### src/rtl/poly_phase_acc.sv
// poly_phase_acc: polyphase phase accumulator with handshaked increment loading and a shadow table swap
module poly_phase_acc #(
  parameter int LANES   = 4,
  parameter int PHASE_W = 32
) (
  input  logic                     clk_i,
  input  logic                     rst_i,
  input  logic [PHASE_W-1:0]       inc_i,
  input  logic                     inc_valid_i,
  output logic                     inc_ready_o,
  input  logic [PHASE_W-1:0]       offset_i,
  input  logic                     phase_clr_i,
  input  logic                     en_i,
  output logic [LANES*PHASE_W-1:0] phase_o,
  output logic                     valid_o,
  output logic                     busy_o
);
  localparam int JW = $clog2(LANES + 1);
  typedef enum logic [1:0] {RUN, CALC, SWAP} state_t;
  state_t state, state_next;
  logic [PHASE_W-1:0] inc, acc, acc_new, base, step, sstep;
  logic [PHASE_W-1:0] off [LANES];
  logic [PHASE_W-1:0] soff [LANES];
  logic [JW-1:0] j;
  assign acc_new = acc + inc;
  assign inc_ready_o = state == RUN;
  assign busy_o = state != RUN;
  always_comb begin
    state_next = state == RUN  ? (inc_valid_i ? CALC : RUN) :
                 state == CALC ? (j == JW'(LANES) ? SWAP : CALC) : RUN;
  end
  always_ff @(posedge clk_i) begin
    state <= rst_i ? RUN : state_next;
  end
  // Shadow tables are built by repeated addition, then copied to the active set in one edge
  always_ff @(posedge clk_i) begin
    if (rst_i) begin
      inc   <= '0;
      acc   <= '0;
      j     <= '0;
      sstep <= '0;
      step  <= '0;
      soff  <= '{default: '0};
      off   <= '{default: '0};
    end else if (state == RUN) begin
      if (inc_valid_i) begin
        inc     <= inc_i;
        acc     <= '0;
        j       <= JW'(1);
        soff[0] <= '0;
      end
    end else if (state == CALC) begin
      acc <= acc_new;
      j   <= j + 1'b1;
      for (int k = 1; k < LANES; k++)
        if (j == JW'(k)) soff[k] <= acc_new;
      if (j == JW'(LANES)) sstep <= acc_new;
    end else begin
      off  <= soff;
      step <= sstep;
    end
  end
  always_ff @(posedge clk_i) begin
    if (rst_i) begin
      base    <= '0;
      phase_o <= '0;
      valid_o <= 1'b0;
    end else if (phase_clr_i) begin
      base    <= '0;
      valid_o <= 1'b0;
    end else if (en_i) begin
      for (int k = 0; k < LANES; k++)
        phase_o[k*PHASE_W +: PHASE_W] <= base + off[k] + offset_i;
      base    <= base + step;
      valid_o <= 1'b1;
    end else begin
      valid_o <= 1'b0;
    end
  end
endmodule

### config.mk
export PLATFORM = sky130hd
export DESIGN_NAME = poly_phase_acc
export DESIGN_NICKNAME = d
export VERILOG_FILES = /design/src/rtl/poly_phase_acc.sv
export SDC_FILE = /design/constraint.sdc
export NUM_CORES = 1
export LEC_CHECK = 0
export CORE_UTILIZATION = 41
export CTS_CLUSTER_SIZE = 8
export DETAILED_ROUTE_END_ITERATION = 7
export PLACE_DENSITY_LB_ADDON = 0.12
export SETUP_SLACK_MARGIN = 0.2
export SLEW_MARGIN = 15
export SYNTH_ARGS = -nofsm -noshare
export SYNTH_HDL_FRONTEND = slang
export SYNTH_SLANG_ARGS = --single-unit
### constraint.sdc
create_clock -name clk_i -period 3.7 [get_ports clk_i]
set_input_delay 0.74 -clock clk_i [delete_from_list [all_inputs] [get_ports clk_i]]
set_output_delay 0.74 -clock clk_i [all_outputs]
set_load 0.005 [all_outputs]
==> impl_metrics.csv, run 1 <==
group,metric,value,unit
run_status,run_status,"complete, no violations",
cts,clock_sink_count,486,
worst_setup_path,sort_of_element_at_the_end_of_the_critical_path,"register",
place,place_congestion,0.942,
worst_setup_path,worst_ep_required_time,4.19,ns
global_route,grt_use_total,26.2,%
drt,detail_route.drc_violations,0,
run,cap_violations,0,
yosys,syn_avg_cell_area,8.48,µm²
die,die_h,264,µm
yosys,yosys-top-cells-area,"dfxtp_1 35%, ha_1 8.4%, nand2_1 7.1%",
sta,worst_clock_skew,0.0260,ns
die,floorplan.io_pins,200,
die,start_util,41.6,%
yosys,flops_latches_synth,486,
pwr,vdd.ir_drop.worst,0.000325,V
cts,tritoncts.num_buffers,71,
drt,ant_nets,0,
die,design.die.area,0.0694,mm²
sta,worst_slew_margin_rel,32.5,%
sta,timing.final.crit_period,3.47,ns
final_layout,finalCoreUtilization,53.2,%
cts,cts-hold-fix-buffers,0,
worst_setup_path,worst_setup_path_start_kind,"input pin",
global_route,number_of_global_route_vias_before_repair,24825,
drt,drt-total-wl,92.4,mm
yosys,synth.top_cell.area_share,34.7,%
sta,finalMaxSlewViolations,0,
yosys,syn_area,0.0280,mm²
yosys,synth_cell_type_count,75,
drt,drt-wirelength-per-cell,19.7,µm
yosys,number_of_warnings_reported_in_the_yosys_synthesis_log,0,
yosys,netlist.top_cell.by_area,"dfxtp_1",
sta,min_period_over_period,93.8,%
sta,grt_setup_unrepaired,"true",
die,core.rowCount,95,
pwr,leakage,0.0152,µW
drt,post_drt_via_cell_ratio,5.48,
cts,htreeDepth,3,
yosys,yosys.cell_count.top_type,"nand2_1",
sta,timing.final.hold_violations,0,
drt,routed-via-count,25646,
global_route,maximum_number_of_pins_on_one_net_before_global_route_repair,181,
final_layout,diodes,0,
final_layout,layout.filler_cells,6253,
drt,initialDrtViolationCount,1800,
sta,setup_viol_count_final,0,
worst_setup_path,critPathMaxFanout,5,
yosys,syn-instance-count,3307,
hold_path,hold_path_class,"reg -> reg",
cts,root_buffer,"clkbuf_16",
die,core,0.0674,mm²
die,die_w,264,µm
yosys,synth_async_sr_flop_share,0,%
final_layout,syn_to_final_growth,27.9,%
yosys,synth_edf_count,0,
drt,detail_route.first_pass.iterations,6,
place,placement.io_buffers,199,
global_route,globalRouteOverflowTotal,0,
final_layout,final_layout_size_suffix_gt1_share,14.9,%
place,dpl.hpwl,71.1,mm
cts,worst_skew_pair.late_latency,0.61,ns
cts,worst_setup_hold_path_clk_slew,0.05,ns
sta,timing.fmax,288,MHz
yosys,main_flop_type_after_synthesis,"dfxtp_1",
sta,fin_hold_ws,0.448,ns
yosys,mappedNetlistNets,3663,
global_route,grt_pass1_wl,142,mm
worst_setup_path,arrival,3.96,ns
global_route,number_of_antenna_violations_at_the_first_check_in_global_routing,0,
final_layout,design.final.nets,4153,
cts,clock_tree.buffer_depth,3,
yosys,synth.yosys.seq_area_share,34.7,%
cts,cts_tree,"yes",
worst_setup_path,critPathKind,"in -> reg",
sta,worst_margin_pin_slew,1.01,ns
pwr,pwr_density_cell,356,mW/mm²
yosys,synthTopCellsByCount,"532 x nand2_1, 486 x dfxtp_1, 384 x a21oi_1, 287 x nor2_1, 188 x ha_1",
[worst max-delay path, stage by stage]
cell             delay (ns)
clkdlybuf4s50_1        0.40
buf_4                  0.17
fa_1                   0.59
ha_4                   0.22
and4_1                 0.23
nand2_1                0.12
a2bb2oi_2              0.14
o21a_2                 0.19
a41oi_4                0.15
a221o_1                0.38
a2111o_1               0.38
mux2i_1                0.17
nand2_1                0.07
[cells in the final DEF, fill, tap and decap left out, types with 34 or more instances in the layout]
| cell | count |
|---|---|
| ha_1 | 183 |
| nor2_1 | 282 |
| xor2_1 | 63 |
| clkbuf_16 | 72 |
| a21o_1 | 111 |
| clkdlybuf4s50_1 | 180 |
| xnor2_1 | 89 |
| o21ai_0 | 131 |
| buf_4 | 383 |
| fa_1 | 92 |
| nand3_1 | 84 |
| o21bai_1 | 34 |
| dfxtp_1 | 476 |
| nand2_1 | 531 |
| mux2i_1 | 145 |
| inv_1 | 63 |
| a211oi_1 | 48 |
| a21oi_1 | 372 |
[flip-flops by register name, indices dropped and copies added (netlist names)]
| name | count |
|---|---|
| state | 2 |
| valid_o | 1 |
| j | 3 |
| step | 32 |
| off | 96 |
| sstep | 32 |
| phase_o | 128 |
| base | 32 |
| soff | 96 |
| acc | 32 |
| inc | 32 |
[layout make-up]
cell class | count | area (µm²) | area share [%]
multi-input cells | 2584 | 17800 | 49.7
flip-flops and latches | 486 | 9750 | 27.2
repair buffers | 590 | 5020 | 14.0
clock buffers | 78 | 1830 | 5.11
well taps | 873 | 1090 | 3.05
inverters | 64 | 240 | 0.670
clock inverters | 6 | 115 | 0.321
[routing by layer]
metal	vias to the layer above	share of wire, %	GRT usage [%]
li1	12606	-	-
met1	12249	49	37.9
met2	682	44	41.2
met3	109	5.1	3.25
met4	0	2.0	6.09
met5	-	0	0
[power breakdown]
group / internal (µW) / switching [µW] / leakage [µW]
Sequential: 5370 / 80.3 / 0.00394
Combinational: 604 / 796 / 0.0103
Clock: 3560 / 2370 / 0.000955
[cell families (layout without fill, tap and decap cells)]
group,after synthesis,after routing,synth area share (%)
xor gates and xnor gates,153,153,4.78
muxes,145,145,5.18
buffers and inverters,237,738,3.18
and+or+nand+nor,1092,1092,16.8
adders and majority gates,287,287,15.5
AOI/OAI and AO/OA,907,907,20.0
DFF,486,486,34.7
[final timing paths]
path / from / endpoint / slack (ns) / cells past startpoint
setup / recovery: offset_i[12] / phase_o[61] / 0.23 / 13
hold / removal: phase_o[116] / phase_o[116] / 0.45 / 2
hold reg to reg: phase_o[116] / phase_o[116] / 0.45 / 2
setup reg to reg: base[1] / phase_o[61] / 0.23 / 13
[through the flow]
step | setup WS [ns] | total power [µW] | TNS [ns] | area [µm²] | std cells
final | 0.230 | 12800 | 0 | 35900 | 4681
after global routing | 0.110 | 13200 | 0 | 35900 | 4681
after CTS | 0.198 | 12900 | 0 | 35600 | 4672
after detailed placement | -0.884 | 6930 | -40.93 | 33500 | 4587
after global placement | -0.854 | 6910 | -38.22 | 33500 | 4587
after floorplan | 0.189 | 6210 | 0 | 28100 | 3307
[timing repair]
| item | 4_1_cts | 5_1_grt |
|---|---|---|
| resized for setup | 41 | 62 |
| setup endpoints to repair | 48 | 45 |
| pin swaps | 8 | 33 |
| setup buffers | 1 | 9 |
No activity file was read; power rests on OpenSTA's default activity.
==> inputs of run 2 (changes only) <==
Settings changed: SKIP_CTS_REPAIR_TIMING set to 1.
==> run 2 against run 1 <==
Net effect: sequential share of layout area about the same; largest cell class unchanged; fmax down 3.1%; cell area about the same; setup slack worse by 0.11 ns; clock power about the same; cell count about the same; non-clock buffer count up 3; critical path depth unchanged; clock skew down 0.0013 ns; flip-flop and latch count unchanged; sequential power about the same.
==> impl_metrics.csv, run 2 (synthesis gave the netlist of run 1 again) <==
group,metric,value,unit
run_status,run_status,"complete, no violations",
die,core.rowCount,95,
worst_setup_path,crit_path_end,"phase_o[61]",
worst_setup_path,worst_setup_path_start_kind,"input pin",
sta,timing.fmax,279,MHz
global_route,number_of_global_route_vias_before_repair,24799,
final_layout,final_layout_size_suffix_gt1_share,14.5,%
worst_setup_path,sort_of_element_at_the_end_of_the_critical_path,"register",
run,cap_violations,0,
final_layout,largest_register_ffs,128,
die,core,0.0674,mm²
cts,clock_tree.buffer_depth,3,
sta,grt_setup_unrepaired,"true",
final_layout,regMostFlops,"phase_o",
die,die_w,264,µm
worst_setup_path,worstReg2RegStart,"base[1]",
cts,cts_tree,"yes",
cts,htreeDepth,3,
worst_setup_path,crit_start,"offset_i[12]",
worst_setup_path,worst_ep_required_time,4.19,ns
worst_setup_path,arrival,4.07,ns
sta,timing.final.crit_period,3.58,ns
cts,root_buffer,"clkbuf_16",
drt,detail_route.drc_violations,0,
pwr,vdd.ir_drop.worst,0.000325,V
place,placement.io_buffers,199,
place,place_congestion,0.942,
drt,post_drt_via_cell_ratio,5.45,
worst_setup_path,worstRegToRegCells,13,
global_route,maximum_number_of_pins_on_one_net_before_global_route_repair,181,
sta,finalMaxSlewViolations,0,
final_layout,final_common_cell,"nand2_1",
cts,worst_skew_pair.late_latency,0.61,ns
final_layout,reg.largest.list,"phase_o: 128 flops, off: 96 flops, soff: 96 flops",
hold_path,hold_path_class,"reg -> reg",
pwr,leakage,0.0153,µW
sta,min_period_over_period,96.8,%
final_layout,stdcell_count,4684,
worst_setup_path,crit-reg2reg-capture,"phase_o[61]",
cts,clock_sink_count,486,
final_layout,layout.filler_cells,6247,
drt,drt-wirelength-per-cell,19.7,µm
sta,worst_margin_pin_slew,1.02,ns
pwr,pwr_density_cell,357,mW/mm²
drt,drt-total-wl,92.2,mm
sta,fin_hold_ws,0.449,ns
die,die_h,264,µm
final_layout,syn_to_final_growth,27.8,%
global_route,globalRouteOverflowTotal,0,
drt,ant_nets,0,
die,start_util,41.6,%
worst_setup_path,critPathMaxFanout,5,
global_route,grt_use_total,26.1,%
cts,tritoncts.num_buffers,71,
sta,worst_clock_skew,0.0248,ns
die,design.die.area,0.0694,mm²
place,placedCellCount,4587,
worst_setup_path,critPathKind,"in -> reg",
drt,initialDrtViolationCount,1659,
cts,worst_setup_hold_path_clk_slew,0.06,ns
drt,detail_route.first_pass.iterations,6,
global_route,number_of_antenna_violations_at_the_first_check_in_global_routing,0,
place,dpl.hpwl,71.1,mm
final_layout,most_frequent_cells_in_the_layout,"531 x nand2_1, 477 x dfxtp_1, 386 x buf_4",
final_layout,design.final.nets,4156,
sta,worst_slew_margin_rel,31.6,%
die,floorplan.io_pins,200,
sta,setup_viol_count_final,0,
global_route,grt_pass1_wl,142,mm
drt,routed-via-count,25551,
worst_setup_path,setup.reg_to_reg.worst_slack,0.15,ns
final_layout,diodes,0,
sta,timing.final.hold_violations,0,
[run 2: cell count changes in the layout (fill, tap and decap cells not counted), moves of 3 or more]
| cell | change |
|---|---|
| buf_4 | +3 |
| dlygate4sd2_1 | -10 |
| dlymetal6s2s_1 | +13 |
| fa_1 | +3 |
| fa_2 | -3 |
[run 2: final cells by class]
cell class | count | area [µm²] | share of cell area (%)
inverter | 64 | 240 | 0.671
sequential | 486 | 9750 | 27.2
multi-input combinational | 2584 | 17700 | 49.4
timing repair buffer | 593 | 5100 | 14.2
tap | 873 | 1090 | 3.05
clock buffer | 78 | 1830 | 5.12
clock inverter | 6 | 115 | 0.321
[run 2: how the worst min path moves through the flow]
stage | from | endpoint | cells past startpoint | slack [ns]
floorplan | acc[10] | acc[10] | 2 | 0.43
global placement | phase_o[116] | phase_o[116] | 2 | 0.44
detailed placement | phase_o[116] | phase_o[116] | 2 | 0.44
CTS | phase_o[80] | phase_o[80] | 2 | 0.45
global route | phase_o[90] | phase_o[90] | 2 | 0.46
finish | phase_o[116] | phase_o[116] | 2 | 0.45
[run 2: worst max-delay path, stage by stage]
cell and delay, ns:
clkdlybuf4s50_1 0.40, buf_4 0.17, fa_1 0.48, ha_1 0.33
and4_1 0.24, nand2_1 0.11, a2bb2oi_1 0.19, o21a_2 0.21
a41oi_4 0.17, a221o_1 0.39, a2111o_1 0.39, mux2i_1 0.17
nand2_1 0.07
[run 2: through the flow]
step	utilization, %	TNS [ns]	setup slack, ns	total power [µW]	area [µm²]
after floorplan	-	0	0.189	6210	28100
after global placement	49.7	-38.22	-0.854	6910	33500
after detailed placement	49.7	-40.93	-0.884	6930	33500
after CTS	52.6	-1.81	-0.251	12900	35500
after global routing	53.2	0	0.0311	13200	35800
final	53.2	0	0.119	12800	35800
[run 2: where the power goes]
group          leakage, µW  switching (µW)  internal [µW]
Sequential         0.00394            80.6           5370
Clock             0.000955            2370           3560
Combinational       0.0104             791            606
Total               0.0153            3250           9530
[run 2: routing by layer]
| metal | vias up | global-route usage (%) | share of wire (%) |
|---|---|---|---|
| met3 | 99 | 3.26 | 5.1 |
| met5 | - | 0 | 0 |
| met1 | 12228 | 37.8 | 49 |
| li1 | 12618 | - | - |
| met2 | 606 | 41.1 | 44 |
| met4 | 0 | 6.09 | 1.9 |
